File: config.mk
export PLATFORM = sky130hd
export DESIGN_NAME = cp0_reg
export DESIGN_NICKNAME = d
export VERILOG_FILES = /design/src/rtl/cp0_reg_pkg.sv /design/src/rtl/cp0_reg.sv
export SDC_FILE = /design/constraint.sdc
export NUM_CORES = 1
export LEC_CHECK = 0
export ABC_AREA = 1
export CORE_ASPECT_RATIO = 0.9
export CORE_UTILIZATION = 35
export DETAILED_ROUTE_END_ITERATION = 10
export PLACE_DENSITY = 0.77
export SKIP_LAST_GASP = 1
export SLEW_MARGIN = 20
export SYNTH_ARGS = -nofsm -noshare
export SYNTH_HDL_FRONTEND = slang
export SYNTH_SLANG_ARGS = --single-unit
File: constraint.sdc
create_clock -name clk -period 2.5 [get_ports clk]
set_input_delay 0.375 -clock clk [delete_from_list [all_inputs] [get_ports clk]]
set_output_delay 0.375 -clock clk [all_outputs]
set_load 0.05 [all_outputs]
File: src/rtl/cp0_reg_pkg.sv
// Shared CP0 constants: register numbers, exception type codes, Cause/Status field
// positions and the exception-type decoder used by the register file.
package cp0_reg_pkg;

   localparam logic [4:0] CP0_REG_COUNT   = 5'd9;
   localparam logic [4:0] CP0_REG_COMPARE = 5'd11;
   localparam logic [4:0] CP0_REG_STATUS  = 5'd12;
   localparam logic [4:0] CP0_REG_CAUSE   = 5'd13;
   localparam logic [4:0] CP0_REG_EPC     = 5'd14;
   localparam logic [4:0] CP0_REG_PRID    = 5'd15;
   localparam logic [4:0] CP0_REG_CONFIG  = 5'd16;

   localparam logic [31:0] EXC_INTERRUPT = 32'h0000_0001;
   localparam logic [31:0] EXC_SYSCALL   = 32'h0000_0008;
   localparam logic [31:0] EXC_RI        = 32'h0000_000a;
   localparam logic [31:0] EXC_OV        = 32'h0000_000c;
   localparam logic [31:0] EXC_TRAP      = 32'h0000_000d;
   localparam logic [31:0] EXC_ERET      = 32'h0000_000e;

   localparam logic [4:0] EXCCODE_INT = 5'h00;
   localparam logic [4:0] EXCCODE_SYS = 5'h08;
   localparam logic [4:0] EXCCODE_RI  = 5'h0a;
   localparam logic [4:0] EXCCODE_OV  = 5'h0c;
   localparam logic [4:0] EXCCODE_TR  = 5'h0d;

   localparam int unsigned STATUS_EXL_BIT = 1;
   localparam int unsigned CAUSE_BD_BIT   = 31;

   // Software-writable Cause bits: IV, WP and the two software interrupt pending bits.
   localparam logic [31:0] CAUSE_WMASK = 32'h00C0_0300;

   typedef enum logic [1:0] {
      ExcNone,
      ExcTake,
      ExcEret
   } exc_kind_e;

   typedef struct packed {
      exc_kind_e  kind;
      logic [4:0] code;
   } exc_dec_t;

   function automatic exc_dec_t decode_exc(input logic [31:0] i_type);
      exc_dec_t w_dec;
      w_dec.kind = ExcNone;
      w_dec.code = 5'h00;
      case (i_type)
         EXC_INTERRUPT: begin w_dec.kind = ExcTake; w_dec.code = EXCCODE_INT; end
         EXC_SYSCALL:   begin w_dec.kind = ExcTake; w_dec.code = EXCCODE_SYS; end
         EXC_RI:        begin w_dec.kind = ExcTake; w_dec.code = EXCCODE_RI;  end
         EXC_OV:        begin w_dec.kind = ExcTake; w_dec.code = EXCCODE_OV;  end
         EXC_TRAP:      begin w_dec.kind = ExcTake; w_dec.code = EXCCODE_TR;  end
         EXC_ERET:      w_dec.kind = ExcEret;
         default:       w_dec.kind = ExcNone;
      endcase
      return w_dec;
   endfunction

endpackage

File: src/rtl/cp0_reg.sv
// Coprocessor-0 register file: Count/Compare timer, Status, Cause, EPC, Config, PRId,
// fed by the write-back CP0 write channel and the MEM-stage exception report.
module cp0_reg
   import cp0_reg_pkg::*;
#(
   parameter logic [31:0] PRID_VAL   = 32'h004c_0102,
   parameter logic [31:0] CONFIG_RST = 32'h0000_8000,
   parameter logic [31:0] STATUS_RST = 32'h1000_0000
) (
   input  logic        clk,
   input  logic        rst,
   input  logic        we_i,
   input  logic [4:0]  waddr_i,
   input  logic [31:0] data_i,
   input  logic [4:0]  raddr_i,
   input  logic [5:0]  int_i,
   input  logic [31:0] excepttype_i,
   input  logic [31:0] current_inst_addr_i,
   input  logic        is_in_delayslot_i,
   output logic [31:0] data_o,
   output logic [31:0] count_o,
   output logic [31:0] compare_o,
   output logic [31:0] status_o,
   output logic [31:0] cause_o,
   output logic [31:0] epc_o,
   output logic [31:0] config_o,
   output logic [31:0] prid_o,
   output logic        timer_int_o
);

   logic [31:0] r_count;
   logic [31:0] r_compare;
   logic [31:0] r_status;
   logic [31:0] r_cause;
   logic [31:0] r_epc;
   logic        r_timer_int;

   logic [31:0] w_count_nxt;
   logic [31:0] w_compare_nxt;
   logic [31:0] w_status_nxt;
   logic [31:0] w_cause_nxt;
   logic [31:0] w_epc_nxt;
   logic        w_timer_int_nxt;
   exc_dec_t    w_exc;

   assign w_exc = decode_exc(excepttype_i);

   // Steps are ordered so that later assignments win: increment/IP sampling, timer match,
   // software write, then exception.
   always_comb begin
      w_count_nxt     = r_count + 32'd1;
      w_compare_nxt   = r_compare;
      w_status_nxt    = r_status;
      w_cause_nxt     = r_cause;
      w_epc_nxt       = r_epc;
      w_timer_int_nxt = r_timer_int;

      w_cause_nxt[15:10] = int_i;

      if ((r_compare != 32'd0) && (r_count == r_compare)) begin
         w_timer_int_nxt = 1'b1;
      end

      if (we_i) begin
         case (waddr_i)
            CP0_REG_COUNT:   w_count_nxt = data_i;
            CP0_REG_COMPARE: begin
               w_compare_nxt   = data_i;
               w_timer_int_nxt = 1'b0;
            end
            CP0_REG_STATUS:  w_status_nxt = data_i;
            CP0_REG_EPC:     w_epc_nxt = data_i;
            CP0_REG_CAUSE:   w_cause_nxt = (w_cause_nxt & ~CAUSE_WMASK) | (data_i & CAUSE_WMASK);
            default:         ;
         endcase
      end

      case (w_exc.kind)
         ExcTake: begin
            // A nested exception keeps the original return point and BD flag.
            if (!r_status[STATUS_EXL_BIT]) begin
               if (is_in_delayslot_i) begin
                  w_epc_nxt                 = current_inst_addr_i - 32'd4;
                  w_cause_nxt[CAUSE_BD_BIT] = 1'b1;
               end else begin
                  w_epc_nxt                 = current_inst_addr_i;
                  w_cause_nxt[CAUSE_BD_BIT] = 1'b0;
               end
            end
            w_status_nxt[STATUS_EXL_BIT] = 1'b1;
            w_cause_nxt[6:2]             = w_exc.code;
         end
         ExcEret: w_status_nxt[STATUS_EXL_BIT] = 1'b0;
         default: ;
      endcase
   end

   always_ff @(posedge clk) begin
      if (!rst) begin
         r_count     <= 32'd0;
         r_compare   <= 32'd0;
         r_status    <= STATUS_RST;
         r_cause     <= 32'd0;
         r_epc       <= 32'd0;
         r_timer_int <= 1'b0;
      end else begin
         r_count     <= w_count_nxt;
         r_compare   <= w_compare_nxt;
         r_status    <= w_status_nxt;
         r_cause     <= w_cause_nxt;
         r_epc       <= w_epc_nxt;
         r_timer_int <= w_timer_int_nxt;
      end
   end

   // No write bypass: MFC0 forwarding from MEM/WB is handled upstream.
   always_comb begin
      data_o = 32'd0;
      case (raddr_i)
         CP0_REG_COUNT:   data_o = r_count;
         CP0_REG_COMPARE: data_o = r_compare;
         CP0_REG_STATUS:  data_o = r_status;
         CP0_REG_CAUSE:   data_o = r_cause;
         CP0_REG_EPC:     data_o = r_epc;
         CP0_REG_PRID:    data_o = PRID_VAL;
         CP0_REG_CONFIG:  data_o = CONFIG_RST;
         default:         data_o = 32'd0;
      endcase
   end

   assign count_o     = r_count;
   assign compare_o   = r_compare;
   assign status_o    = r_status;
   assign cause_o     = r_cause;
   assign epc_o       = r_epc;
   assign config_o    = CONFIG_RST;
   assign prid_o      = PRID_VAL;
   assign timer_int_o = r_timer_int;

endmodule

======== Word-level counts from Yosys, hierarchy flattened ========
Index checks and enable logic that the tools add are counted.
storage, ports and cells
  output and inout port bits .............. 257
  input bits .............................. 116
  register bits ........................... 161
  word-level logic and storage cells ...... 67
cells by class
  add/sub/neg operators ................... 2
  equality and inequality tests ........... 21
  muxes and demuxes ....................... 22
  reductions and logical operators ........ 12
  bitwise logic cells ..................... 1
operators with widths
  operator                                                                number
  32-bit two-way mux                                                      9
  32-bit case mux with 7 select lines                                     1
  32-bit by 4-bit equality test with 1-bit output, second input constant  5
  5-bit by 4-bit equality test with 1-bit output, second input constant   11
  32-bit by 1-bit adder with 32-bit output, second input constant         1
  32-bit by 1-bit equality test with 1-bit output, second input constant  1
  32-bit equality test                                                    1
  32-bit by 24-bit OR with 32-bit output                                  1
  32-bit nonzero test                                                     1
  32-bit by 3-bit subtractor with 32-bit output, second input constant    1
  4-bit case mux with 4 select lines                                      1
  2-bit AND reduction                                                     5
  1-bit two-way mux                                                       6
  3-bit nonzero test                                                      2
  5-bit equality test, second input constant                              1
  5-bit two-way mux                                                       1
  5-bit OR reduction                                                      1
  2-bit two-way mux                                                       2
  2-bit case mux with 2 select lines                                      1
  2-bit nonzero test                                                      2
  2-bit by 1-bit equality test with 1-bit output, second input constant   1
  2-bit equality test, second input constant                              1
  1-bit case mux with 2 select lines                                      1
  1-bit logical AND                                                       1

======== Depth between registers and ports, before layout ========
  word-level depth ........................ 6
  mapped depth ............................ 16
  gate-level depth less buffers ........... 15

======== Worst setup path before layout ========
OpenSTA, ideal clock, no wires.
  path type ............................... input to output
  start point ............................. in raddr_i[4]
  end point ............................... out data_o[21]
  path slack .............................. 18 ps
  arrival ................................. 2107 ps
  path buffers ............................ 1
  cell stages on the path ................. 6
  data required time ...................... 2125 ps
  cells stage by stage .................... inv_1 > nand3b_4 > inv_1 > nand2_1 > clkbuf_1 > o21ai_0
on the way
  longest elaborated chain between the ends .. 2
  elaborated cells between the ends (all ways) .. 8
  those cells by class .................... eq/ne: 7; mux: 1
ends and longest elaborated chain
  item                                                                                   RTL line        source
  start, declared                                                                        cp0_reg.sv:15   input logic [4:0] raddr_i,
  5-bit equality test or 5-bit by 4-bit equality test with 1-bit output (tied branches)  cp0_reg.sv:119  case (raddr_i)
  32-bit case mux with 7 select lines *                                                  cp0_reg.sv:119
  end, declared                                                                          cp0_reg.sv:20   output logic [31:0] data_o,
Every way passes the cells marked *; elsewhere a longest branch is shown, timed or not.

======== Worst setup path after layout ========
  start point ............................. in raddr_i[0]
  end point ............................... out data_o[9]
The elaborated chain is that of the path after synthesis.

==> reports/results.txt <==
The run finished with clean final reports. For this block, the routed nets add up to 40.2 mm of wire. Weighted congestion reported at the end of routability-driven placement: 0.973.

The run gives 0.00821 ns as the maximum clock skew at final layout. Setup repair after global routing left no endpoint under its margin. The final setup TNS was 0 ns; the wire length on met2 was 18.3 mm. The library cells used most frequently in the layout, excluding fill and tap cells, are 308 x sky130_fd_sc_hd__nand2_1, 253 x sky130_fd_sc_hd__clkdlybuf4s50_1, 185 x sky130_fd_sc_hd__inv_1, 156 x sky130_fd_sc_hd__nor2_1, 144 x sky130_fd_sc_hd__dfxtp_1. Startpoint-to-endpoint class of the critical path: in -> out. For the worst setup path, the data arrival time is 1.95 ns. Post-CTS clock slew at the launch and capture registers of the worst setup and hold paths: 0.06 ns. The most used flip-flop cell after synthesis is sky130_fd_sc_hd__dfxtp_1.

Setup violations remaining at the end of the flow were counted as 0. Wire length of the first global-routing pass: 60.3 mm. The total instance count after detailed placement is 2139. After clock tree synthesis, the setup repair step added 0 buffers. The logs give 1 for the number of antenna violations at the first check in global routing and 0 for the max-slew violation count. The per-cell routed wire length came out at 18.5 um.

The leakage power summed over all cells is 6.00 nW. The share of total power dissipated in the clock network is 41.0%. The count of distinct cell types in the synthesized netlist is 47, and the shortest clock period the worst path allows after layout is 2.32 ns. For the number of hold violations in the final report, the log shows 0. The cell taking the most area after synthesis was sky130_fd_sc_hd__dfxtp_1. Counting every instance in the synthesized netlist gives 1492. The power share of the combinational group is 18.7%, and the transition time at the pin with the least slew margin is 0.730 ns.

The worst pin sits at a relative slew slack of 51.3%. The synthesis warning total came out at 0. Counting the fill cells in the layout gives 2651. Internal power comes to 4.12 mW. Max-cap violations in this run came to 0.

The root cell of the clock tree was sky130_fd_sc_hd__clkbuf_16. Relative to the synthesized area, the layout overhead comes to 44.5%. The path class of the tightest hold or removal check is in -> reg.

The number of buffers and inverters on the critical path is 6. The number of top-level pins came out at 373. Global routing finished with a remaining overflow of 0. The clock reaches the later pin of the worst-skew pair after 0.42 ns. The clock passes through at most 2 buffers. For the H-tree depth, the log shows 4. In this run the power density over the cells is 428 nW/um^2. After synthesis, the mean cell area works out to 6.41 sq um.

Once the floorplan was initialized, standard cells occupied 35.5% of the core. TritonCTS built the clock tree. The count of cells in the finished layout, fillers not included, comes to 2170. The tools report the kind of capture point of the worst setup path as an output pin. The kind of cell with the highest combined delay along the critical path is buffers and inverters.

The number of flops mapped to enable cells by yosys was 0; the achievable clock frequency was 0.430 GHz. In the post-synthesis netlist, the biggest area contributors are sky130_fd_sc_hd__dfxtp_1 30%, sky130_fd_sc_hd__nand2_1 12%, sky130_fd_sc_hd__inv_1 7.3%, sky130_fd_sc_hd__o21ai_0 6.6%, sky130_fd_sc_hd__a21oi_1 6.6%. The signal on the critical path passes through dlygate4sd2_1, inv_1, buf_4, nor3_4, buf_4, buf_12, nand2_1, o2111ai_1, buf_12. The final instance area was 13800 sq um; the register bit total from synthesis was 144. The die width works out to 176 um. The floorplan step defined a core boundary enclosing 27000 sq um.

The count of buffers added on input and output ports is 291. The wire-length estimate of the detail-placed layout is 32.2 mm. In this run the remaining antenna-violating nets after routing total 0. Of all flip-flops after synthesis, the portion carrying an async set or reset was 0%. The tools report the number of CTS-inserted buffers as 17. For this design, the slowest cell found on the critical path is sky130_fd_sc_hd__dlygate4sd2_1. Per report_power, the sequential group accounts for 40.3% of the total. In the routed layout, each cell is associated on average with a via count of 5.05.

The logs give 57 for the total number of placement rows and 85 for the maximum number of pins on one net before global-route repair. The tree built by TritonCTS fans out to 144 sinks. 0 antenna diodes ended up in the layout.

The library cell used most frequently in the layout, excluding fill and tap cells, is sky130_fd_sc_hd__nand2_1. The tools report the via count of the first global-routing pass as 9886. The logs give 3.89 mm for the sum of met3 wire segment lengths after detailed routing and 1924 for the net total in the final layout.

Summing all placed instances gives a cell area of 13200 sq um. The first detailed-routing pass took 5 iterations. For this run, the total global-route usage over all layers was measured as 28.4%. The share of the cycle needed by the critical path after routing was 92.9%. Of all nets on the critical path, the largest fanout is 13. The die is 159 um tall.

Overall die area: 28000 sq um. Switching power share of the total: 30.4%. The largest stage delay on the critical path works out to 0.29 ns.

The sequential cell area fraction in the yosys report was 30.1%; the wire length on met1 was 17.3 mm. The detailed router used layers up to and including met5. The tools report the highest ir drop seen on vdd as 399 uV.

Of the cells placed in the final design, the portion with a size suffix greater than 1 is 10.5%. For the worst setup path, the data required time is 2.12 ns. The tools report the critical path launch point type as a primary input. The routed layout has 11000 vias.

The logs give 9570 sq um for the cell area after synthesis and 1.80 mW for the net switching power. Share of the synthesized area in the top cell type: 30.1%. The run gives 1337 as the initial detailed-routing violation count.

The run gives 0 as the residual DRC count.
sequential cells by signal, indices dropped and copies added, names as in the netlist:
name,count
timer_int_o,1
compare_o,32
epc_o,32
status_o,32
cause_o,15
count_o,32
metrics by stage:
| step | util, % | hold slack, ns | total power, mW | setup slack (ns) |
|---|---|---|---|---|
| 2_1_floorplan | - | 0.473 | 3.17 | 0.0182 |
| 4_1_cts | 51.2 | 0.377 | 5.92 | -0.0417 |
| 6_report | 51.3 | 0.392 | 5.92 | 0.176 |
| 3_5_place_dp | 49.1 | 0.464 | 3.53 | -0.127 |
| 5_1_grt | 51.3 | 0.403 | 6.09 | 0.0346 |
| 3_3_place_gp | 49.1 | 0.460 | 3.52 | -0.114 |
worst register-to-register path, stage by stage, from the launching register on:
cell                       delay (ns)
sky130_fd_sc_hd__dfxtp_1         0.45
sky130_fd_sc_hd__inv_1           0.19
sky130_fd_sc_hd__nor3_1          0.34
sky130_fd_sc_hd__nand2_1         0.17
sky130_fd_sc_hd__nor2_2          0.20
sky130_fd_sc_hd__nand2_1         0.08
sky130_fd_sc_hd__nand2_1         0.06
sky130_fd_sc_hd__nand2_1         0.05
sky130_fd_sc_hd__o21bai_1        0.13
sky130_fd_sc_hd__inv_1           0.05
power groups by stage:
stage	Clock [mW]	Combinational, mW	Sequential, mW
floorplan	0	0.627	2.54
global placement	0	1.09	2.43
detailed placement	0	1.09	2.43
CTS	2.43	1.10	2.38
global route	2.53	1.17	2.39
finish	2.42	1.11	2.39
synth_stat cells (12+ instances only):
cell type                  number
sky130_fd_sc_hd__nand4_1       26
sky130_fd_sc_hd__clkbuf_1      29
sky130_fd_sc_hd__dfxtp_1      144
sky130_fd_sc_hd__o21ai_0      127
sky130_fd_sc_hd__buf_4         81
sky130_fd_sc_hd__buf_2         24
sky130_fd_sc_hd__nand2_1      309
sky130_fd_sc_hd__nand3_1       88
sky130_fd_sc_hd__inv_1        187
sky130_fd_sc_hd__nor3_1        12
sky130_fd_sc_hd__a21oi_1      126
sky130_fd_sc_hd__xnor2_1       22
sky130_fd_sc_hd__o22ai_1       16
sky130_fd_sc_hd__nor2_1       159
final cells by class:
type	instances	area [sq um]	share of cell area [%]
multi-input cells	1091	5420	39.2
repair buffers	352	3790	27.4
flip-flops and latches	144	2880	20.9
inverters	198	746	5.39
clock buffers	25	485	3.51
well taps	354	443	3.20
clock inverters	6	57.6	0.416
cells by family (layout without fill, tap and decap cells):
| kind of cell | after synthesis | in the layout | synth area share [%] |
|---|---|---|---|
| AO/OA/AOI/OAI | 325 | 325 | 18.6 |
| XOR/XNOR | 29 | 29 | 2.65 |
| adder cells (fa/ha/maj) | 4 | 4 | 0.523 |
| buffers and inverters | 336 | 581 | 16.9 |
| flip-flops | 144 | 144 | 30.1 |
| other | 2 | 81 | 0.0785 |
| AND/OR/NAND/NOR | 652 | 652 | 31.1 |
layer usage:
metal	global-route usage [%]	vias to the layer above
li1	-	5311
met1	39.6	5009
met2	44.0	589
met3	5.75	43
met4	7.91	2
met5	0	-
final timing paths:
check	start	to	slack (ns)	cells past startpoint
setup / recovery	raddr_i[0]	data_o[9]	0.18	9
hold / removal	rst	status_o[28]	0.39	2
setup reg to reg	count_o[11]	count_o[29]	0.69	9
hold reg to reg	status_o[27]	status_o[27]	0.47	2
repair_timing:
| action | in CTS | in global routing |
|---|---|---|
| cloned | 0 | 0 |
| hold endpoints to repair | 0 | 0 |
| pin swaps | 1 | 2 |
| resized for setup | 18 | 10 |
| hold buffers | 0 | 0 |
| setup endpoints to repair | 26 | 30 |
Note: power is estimated with default switching activity, not from simulation.
